## config.mk

```make
export PLATFORM = sky130hd
export DESIGN_NAME = aes_ctr_stream_xor
export DESIGN_NICKNAME = d
export VERILOG_FILES = /design/src/rtl/aes_ctr_stream_xor.sv
export SDC_FILE = /design/constraint.sdc
export NUM_CORES = 1
export LEC_CHECK = 0
export BUFFER_PORTS_ARGS = -buffer_cell sky130_fd_sc_hd__buf_4
export CAP_MARGIN = 20
export CORE_UTILIZATION = 46
export DETAILED_ROUTE_END_ITERATION = 12
export PLACE_DENSITY = 0.66
export SYNTH_ARGS = -nofsm -noshare
export SYNTH_HDL_FRONTEND = slang
export SYNTH_SLANG_ARGS = --single-unit
```

## constraint.sdc

```tcl
create_clock -name clk -period 7.5 [get_ports clk]
set_input_delay 1.125 -clock clk [delete_from_list [all_inputs] [get_ports clk]]
set_output_delay 1.125 -clock clk [all_outputs]
set_load 0.02 [all_outputs]
```

## src/rtl/aes_ctr_stream_xor.sv

```systemverilog
// aes_ctr_stream_xor: XORs LANES plaintext bytes per beat with SBOX(key_byte ^ byte_index).
// Latency: 2 clk from input accept to valid_out, 1 beat/clk sustained throughput.
// Backpressure: ready_in = !(valid_out && !ready_out); a stalled output freezes both stages.
//
// Ports:
//   clk, reset          clock, synchronous active-high reset
//   valid_in/ready_in   input beat handshake; new_message marks a message's first beat
//   key                 KEY_BYTES key bytes, captured on an accepted new_message beat
//   data_in/data_out    LANES byte lanes, lane j = bits [8j+7:8j]
//   valid_out/ready_out output beat handshake
//   err_out             one-cycle pulse: beat arrived with no open message (beat dropped)
//   wrap_out            one-cycle pulse: byte-index counter rolled over on that beat
// err_out/wrap_out are registered: they are high for the cycle after the accepting edge.
// Optional macro AES_STREAM_LAST_EN adds last_in/last_out; a last beat closes the message.
module aes_ctr_stream_xor #(
  parameter int LANES     = 1,
  parameter int KEY_BYTES = 1,
  parameter int CTR_W     = 16
) (
  input  logic                   clk,
  input  logic                   reset,
`ifdef AES_STREAM_LAST_EN
  input  logic                   last_in,
  output logic                   last_out,
`endif
  input  logic                   valid_in,
  output logic                   ready_in,
  input  logic                   new_message,
  input  logic [8*KEY_BYTES-1:0] key,
  input  logic [8*LANES-1:0]     data_in,
  output logic [8*LANES-1:0]     data_out,
  output logic                   valid_out,
  input  logic                   ready_out,
  output logic                   err_out,
  output logic                   wrap_out
);

  // FIPS-197 forward S-box, entry 0x00 in the most significant byte.
  localparam logic [2047:0] SBOX_TBL = {
    128'h637c777bf26b6fc53001672bfed7ab76, 128'hca82c97dfa5947f0add4a2af9ca472c0,
    128'hb7fd9326363ff7cc34a5e5f171d83115, 128'h04c723c31896059a071280e2eb27b275,
    128'h09832c1a1b6e5aa0523bd6b329e32f84, 128'h53d100ed20fcb15b6acbbe394a4c58cf,
    128'hd0efaafb434d338545f9027f503c9fa8, 128'h51a3408f929d38f5bcb6da2110fff3d2,
    128'hcd0c13ec5f974417c4a77e3d645d1973, 128'h60814fdc222a908846eeb814de5e0bdb,
    128'he0323a0a4906245cc2d3ac629195e479, 128'he7c8376d8dd54ea96c56f4ea657aae08,
    128'hba78252e1ca6b4c6e8dd741f4bbd8b8a, 128'h703eb5664803f60e613557b986c11d9e,
    128'he1f8981169d98e949b1e87e9ce5528df, 128'h8ca1890dbfe6426841992d0fb054bb16
  };

  function automatic logic [7:0] sbox(input logic [7:0] b);
    return SBOX_TBL[2047 - 8*int'(b) -: 8];
  endfunction

  typedef enum logic {IDLE, ACTIVE} state_t;

  state_t                 state_q, state_nx;
  logic [CTR_W-1:0]       ctr_q, ctr_nx, base;
  logic [CTR_W:0]         ctr_sum;
  logic [8*KEY_BYTES-1:0] key_q, key_src;
  logic                   stall, accept, discard, beat_ok, wrap_now, last_beat;
  logic [CTR_W-1:0]       n_idx [LANES];
  logic [31:0]            ksel  [LANES];
  logic [8*LANES-1:0]     mix, ks;
  logic                   s1_vld;
  logic [8*LANES-1:0]     s1_dat, s1_mix;

  assign stall    = valid_out && !ready_out;
  assign ready_in = !stall;
  assign accept   = valid_in && ready_in;
  // A continuation beat with no open message has nothing to belong to: drop and flag it.
  assign discard  = accept && (state_q == IDLE) && !new_message;
  assign beat_ok  = accept && !discard;

`ifdef AES_STREAM_LAST_EN
  assign last_beat = last_in;
`else
  assign last_beat = 1'b0;
`endif

  assign base     = new_message ? '0 : ctr_q;
  assign ctr_sum  = {1'b0, base} + (CTR_W+1)'(LANES);
  assign wrap_now = beat_ok && ctr_sum[CTR_W];
  // The first beat of a message must use the key presented with it, not the stale register.
  assign key_src  = new_message ? key : key_q;

  // Per-lane byte index (wraps at 2^CTR_W) and the key byte it selects.
  always_comb begin
    mix = '0;
    for (int j = 0; j < LANES; j++) begin
      n_idx[j]       = base + CTR_W'(j);
      ksel[j]        = 32'(n_idx[j]) % 32'(KEY_BYTES);
      mix[8*j +: 8]  = key_src[8*ksel[j] +: 8] ^ n_idx[j][7:0];
    end
  end

  always_comb begin
    ks = '0;
    for (int j = 0; j < LANES; j++) begin
      ks[8*j +: 8] = sbox(s1_mix[8*j +: 8]);
    end
  end

  // Message FSM and index counter.
  always_comb begin
    state_nx = state_q;
    ctr_nx   = ctr_q;
    if (beat_ok) begin
      state_nx = ACTIVE;
      ctr_nx   = ctr_sum[CTR_W-1:0];
      if (last_beat) begin
        state_nx = IDLE;
        ctr_nx   = '0;
      end
    end
  end

  always_ff @(posedge clk) begin
    if (reset) begin
      state_q <= IDLE;
      ctr_q   <= '0;
      key_q   <= '0;
    end else begin
      state_q <= state_nx;
      ctr_q   <= ctr_nx;
      if (beat_ok && new_message) key_q <= key;
    end
  end

  always_ff @(posedge clk) begin
    if (reset) begin
      err_out  <= 1'b0;
      wrap_out <= 1'b0;
    end else begin
      err_out  <= discard;
      wrap_out <= wrap_now;
    end
  end

  // Two-stage datapath: stage 1 holds data + S-box address, stage 2 the ciphertext.
  always_ff @(posedge clk) begin
    if (reset) begin
      s1_vld    <= 1'b0;
      s1_dat    <= '0;
      s1_mix    <= '0;
      valid_out <= 1'b0;
      data_out  <= '0;
    end else if (!stall) begin
      s1_vld    <= beat_ok;
      s1_dat    <= data_in;
      s1_mix    <= mix;
      valid_out <= s1_vld;
      if (s1_vld) data_out <= s1_dat ^ ks;
    end
  end

`ifdef AES_STREAM_LAST_EN
  logic s1_last;

  always_ff @(posedge clk) begin
    if (reset) begin
      s1_last  <= 1'b0;
      last_out <= 1'b0;
    end else if (!stall) begin
      s1_last  <= last_in;
      last_out <= s1_vld && s1_last;
    end
  end
`endif

endmodule

```

==> flow_summary.toml <==
[finish]
design_area_mm2 = 0.00629
fin_nets = 872
layout-drive-gt1-share = 0.0958
area_delta_synth_final_pct = 3.54
postLayoutCoreUtil = 0.493
n_fill_cell = 1253
stdcell_count = 1008

[cts]
cts_hold_buffers = 0
cts_sinks = 53
cts_buffers = 5
clk_pin_slew_worst_paths_ps = 70
insertion_delay_ps = 290
post_cts_resized = 0
cts_setup_buffers = 0
clock_path_buffers = 2
htree_levels = 2
cts_tree = "built"
cts_root_buf = "clkbuf_16"

[critical_path]
worst-path-stages = 10
critPathTopFamily = "compound AO/OA/AOI/OAI gates"
crit_chain = "buf_4, inv_1, ha_1, nand2_1, nand3_1, o311ai_0, o21ai_0, a221oi_2, mux2i_1, a211o_1"
cp.buffers_inverters = 2
startpoint = "s1_mix[0]"
worstPathMaxFanout = 42
critical-path-max-stage-delay_ps = 690
reg2regPathDepth = 10
crit_arrival_ps = 4020
cp.required_ps = 7680
timing_worst_setup_path_type = "reg2reg"
cp-start-kind = "register"
r2r-end = "data_out[0]"
crit_slowest_cell = "a221oi_2"
cp-end-kind = "register"
crit-reg2reg-launch = "s1_mix[0]"
r2r_setup_slack_ps = 3660
endpoint = "data_out[0]"

[global_routing]
grt_pass1_wl_um = 35000
grt_pass1_vias = 5974
grt_max_degree = 85
met3_usage = 0.102
antenna_found_initial = 1
grt_most_used_layer = "met2"
track_usage = 0.337
use_met1 = 0.463
grt_util_met2 = 0.465
overflow = 0

[floorplanning]
coreArea_mm2 = 0.0128
dieArea_mm2 = 0.0137
start_util = 0.476
fp.dieW_um = 117
io_pins = 33
num_rows = 41
die_y_um = 117

[power_and_ir_drop]
irDropWorstVdd_uv = 115
powerDensity_mw_per_mm2 = 145
leakage_nw = 2.13

[placement]
placed_area_mm2 = 0.00613
dpl.cell_count = 1000
io_buffer_count = 32
hpwl_um = 15100
place_ws_ps = 3990
gp_congestion = 1.08

[sta]
min_period_ps = 3840
worst_slack_ps = 3660
slew_viol_final = 0
hold_violations = 0
rsz0062_at_grt = "false"
finalClockSkew_ps = 7.05
fin_setup_tns_ps = 0
clock.fmax_ghz = 0.260
fin_crit_sh = 0.512
slew_headroom = 0.421
setup_viol = 0
tightest_slew_ps = 867

[drt]
detail_route.wl_per_cell_um = 23.0
drc = 1
drtAntennaViolNets = 0
viasPerCell = 6.93
drt_iter0_drc = 1546
drt_pass1_iterations = 6
vias = 6989
wirelength_um = 23200

[outcome]
violations = "DRC"
status = "finished with violations"

[synth]
synthTopCellsByArea = "dfxtp_1 17%, nand2_1 7.9%, a21oi_1 5.6%, nor2_1 4.3%, o21ai_0 4.0%"
synth_common_cells = "128 x nand2_1, 70 x nor2_1, 68 x a21oi_1, 53 x dfxtp_1, 49 x o21ai_0"
synth_area_mm2 = 0.00608
ys.flop_type = "dfxtp_1"
synth_top_area_cell = "dfxtp_1"
synth_cells = 878
syn_nets = 915
synth_edf_count = 0
ys_warn_count = 0
synth_cell_types = 75
synth_most_common_cell = "nand2_1"
synth_top_area_share = 0.175
ys_async_sr_fraction = 0
ys_seq_area_frac = 0.175
syn_area_per_cell_um2 = 6.92
synth-seq-cells = 53

[hold_path]
holdCritPathClass = "reg2reg"

[job]
maxCapViolations = 0
worst reg2reg max path: stages, from the launching register on:
cell and delay (ps):
dfxtp_1 310, buf_4 420, inv_1 310, ha_1 650, nand2_1 380, nand3_1 130
o311ai_0 190, o21ai_0 200, a221oi_2 690, mux2i_1 170, a211o_1 280
through the flow:
stage	power (mW)	hold WS, ps
after floorplan	0.551	437
after global placement	0.642	454
after detailed placement	0.638	459
after CTS	0.897	467
after global routing	0.947	486
final	0.913	467
final cells by class:
type                       count  area, µm²  share of cell area
clock buffer                   5        125              0.0199
tap                          172        215              0.0342
sequential                    53       1070               0.170
inverter                      15       56.3             0.00895
antenna                        1       2.50            0.000398
multi-input combinational    717       4460               0.709
clock inverter                 2       38.8             0.00616
timing repair buffer          43        323              0.0513
report_power, final:
part           leakage [nW]  internal [mW]  switching (mW)  total [mW]
Combinational          1.62          0.118           0.223       0.341
Clock                0.0803          0.157           0.101       0.258
Sequential            0.435          0.293          0.0199       0.313
Total                  2.13          0.568           0.345       0.913
layout by cell type (no fill, tap or decap), drive strengths merged, types with 6 or more instances in the layout:
| cell | synthesis | routed |
|---|---|---|
| a311oi | 17 | 17 |
| or2 | 8 | 8 |
| a211oi | 18 | 18 |
| nand2b | 25 | 25 |
| nand3 | 38 | 38 |
| xor2 | 9 | 9 |
| and2 | 11 | 11 |
| a221oi | 6 | 6 |
| o211ai | 16 | 16 |
| o21ai | 49 | 49 |
| ha | 16 | 16 |
| mux2i | 17 | 17 |
| nand3b | 9 | 9 |
| a31oi | 10 | 10 |
| or3 | 9 | 9 |
| and3 | 8 | 8 |
| o311ai | 15 | 15 |
| a2111oi | 6 | 6 |
| nor2b | 24 | 24 |
| inv | 15 | 16 |
| a21oi | 68 | 68 |
| a211o | 7 | 7 |
| nand2 | 129 | 129 |
| nor3 | 28 | 28 |
| o22ai | 8 | 8 |
| buf | 56 | 43 |
| xnor2 | 14 | 14 |
| nor2 | 70 | 70 |
| a21o | 6 | 6 |
| dfxtp | 53 | 53 |
metal layers:
metal  routed length (µm)  share of wire  vias up
met5                   11        0.00047        -
met4                 1500          0.065        2
met3                 3230           0.14      150
met2                 9330           0.40      551
met1                 9120           0.39     3145
li1                     -              -     3141
registers in the layout, indices dropped and copies added (netlist names):
name and flops:
s1_mix 8, valid_out 1, err_out 1, ctr_q 16
wrap_out 1, data_out 8, s1_dat 8, s1_vld 1
state_q 1, key_q 8
worst min-delay path by stage:
stage / start / to / slack [ps] / cells past startpoint
finish: key_q[3] / key_q[3] / 470 / 2
global route: key_q[5] / key_q[5] / 490 / 2
global placement: s1_dat[7] / s1_dat[7] / 450 / 2
CTS: s1_dat[7] / s1_dat[7] / 470 / 2
floorplan: s1_dat[4] / s1_dat[4] / 440 / 2
detailed placement: s1_dat[7] / s1_dat[7] / 460 / 2
logic make-up after synthesis:
family | count (synthesis) | share of synthesized area
compound gates | 267 | 0.303
xor+xnor | 23 | 0.0331
fa+ha+maj | 17 | 0.0346
buf+inv | 108 | 0.0914
flops | 53 | 0.175
mux | 27 | 0.0558
simple gates | 383 | 0.307
(Power assumes the default switching activity.)
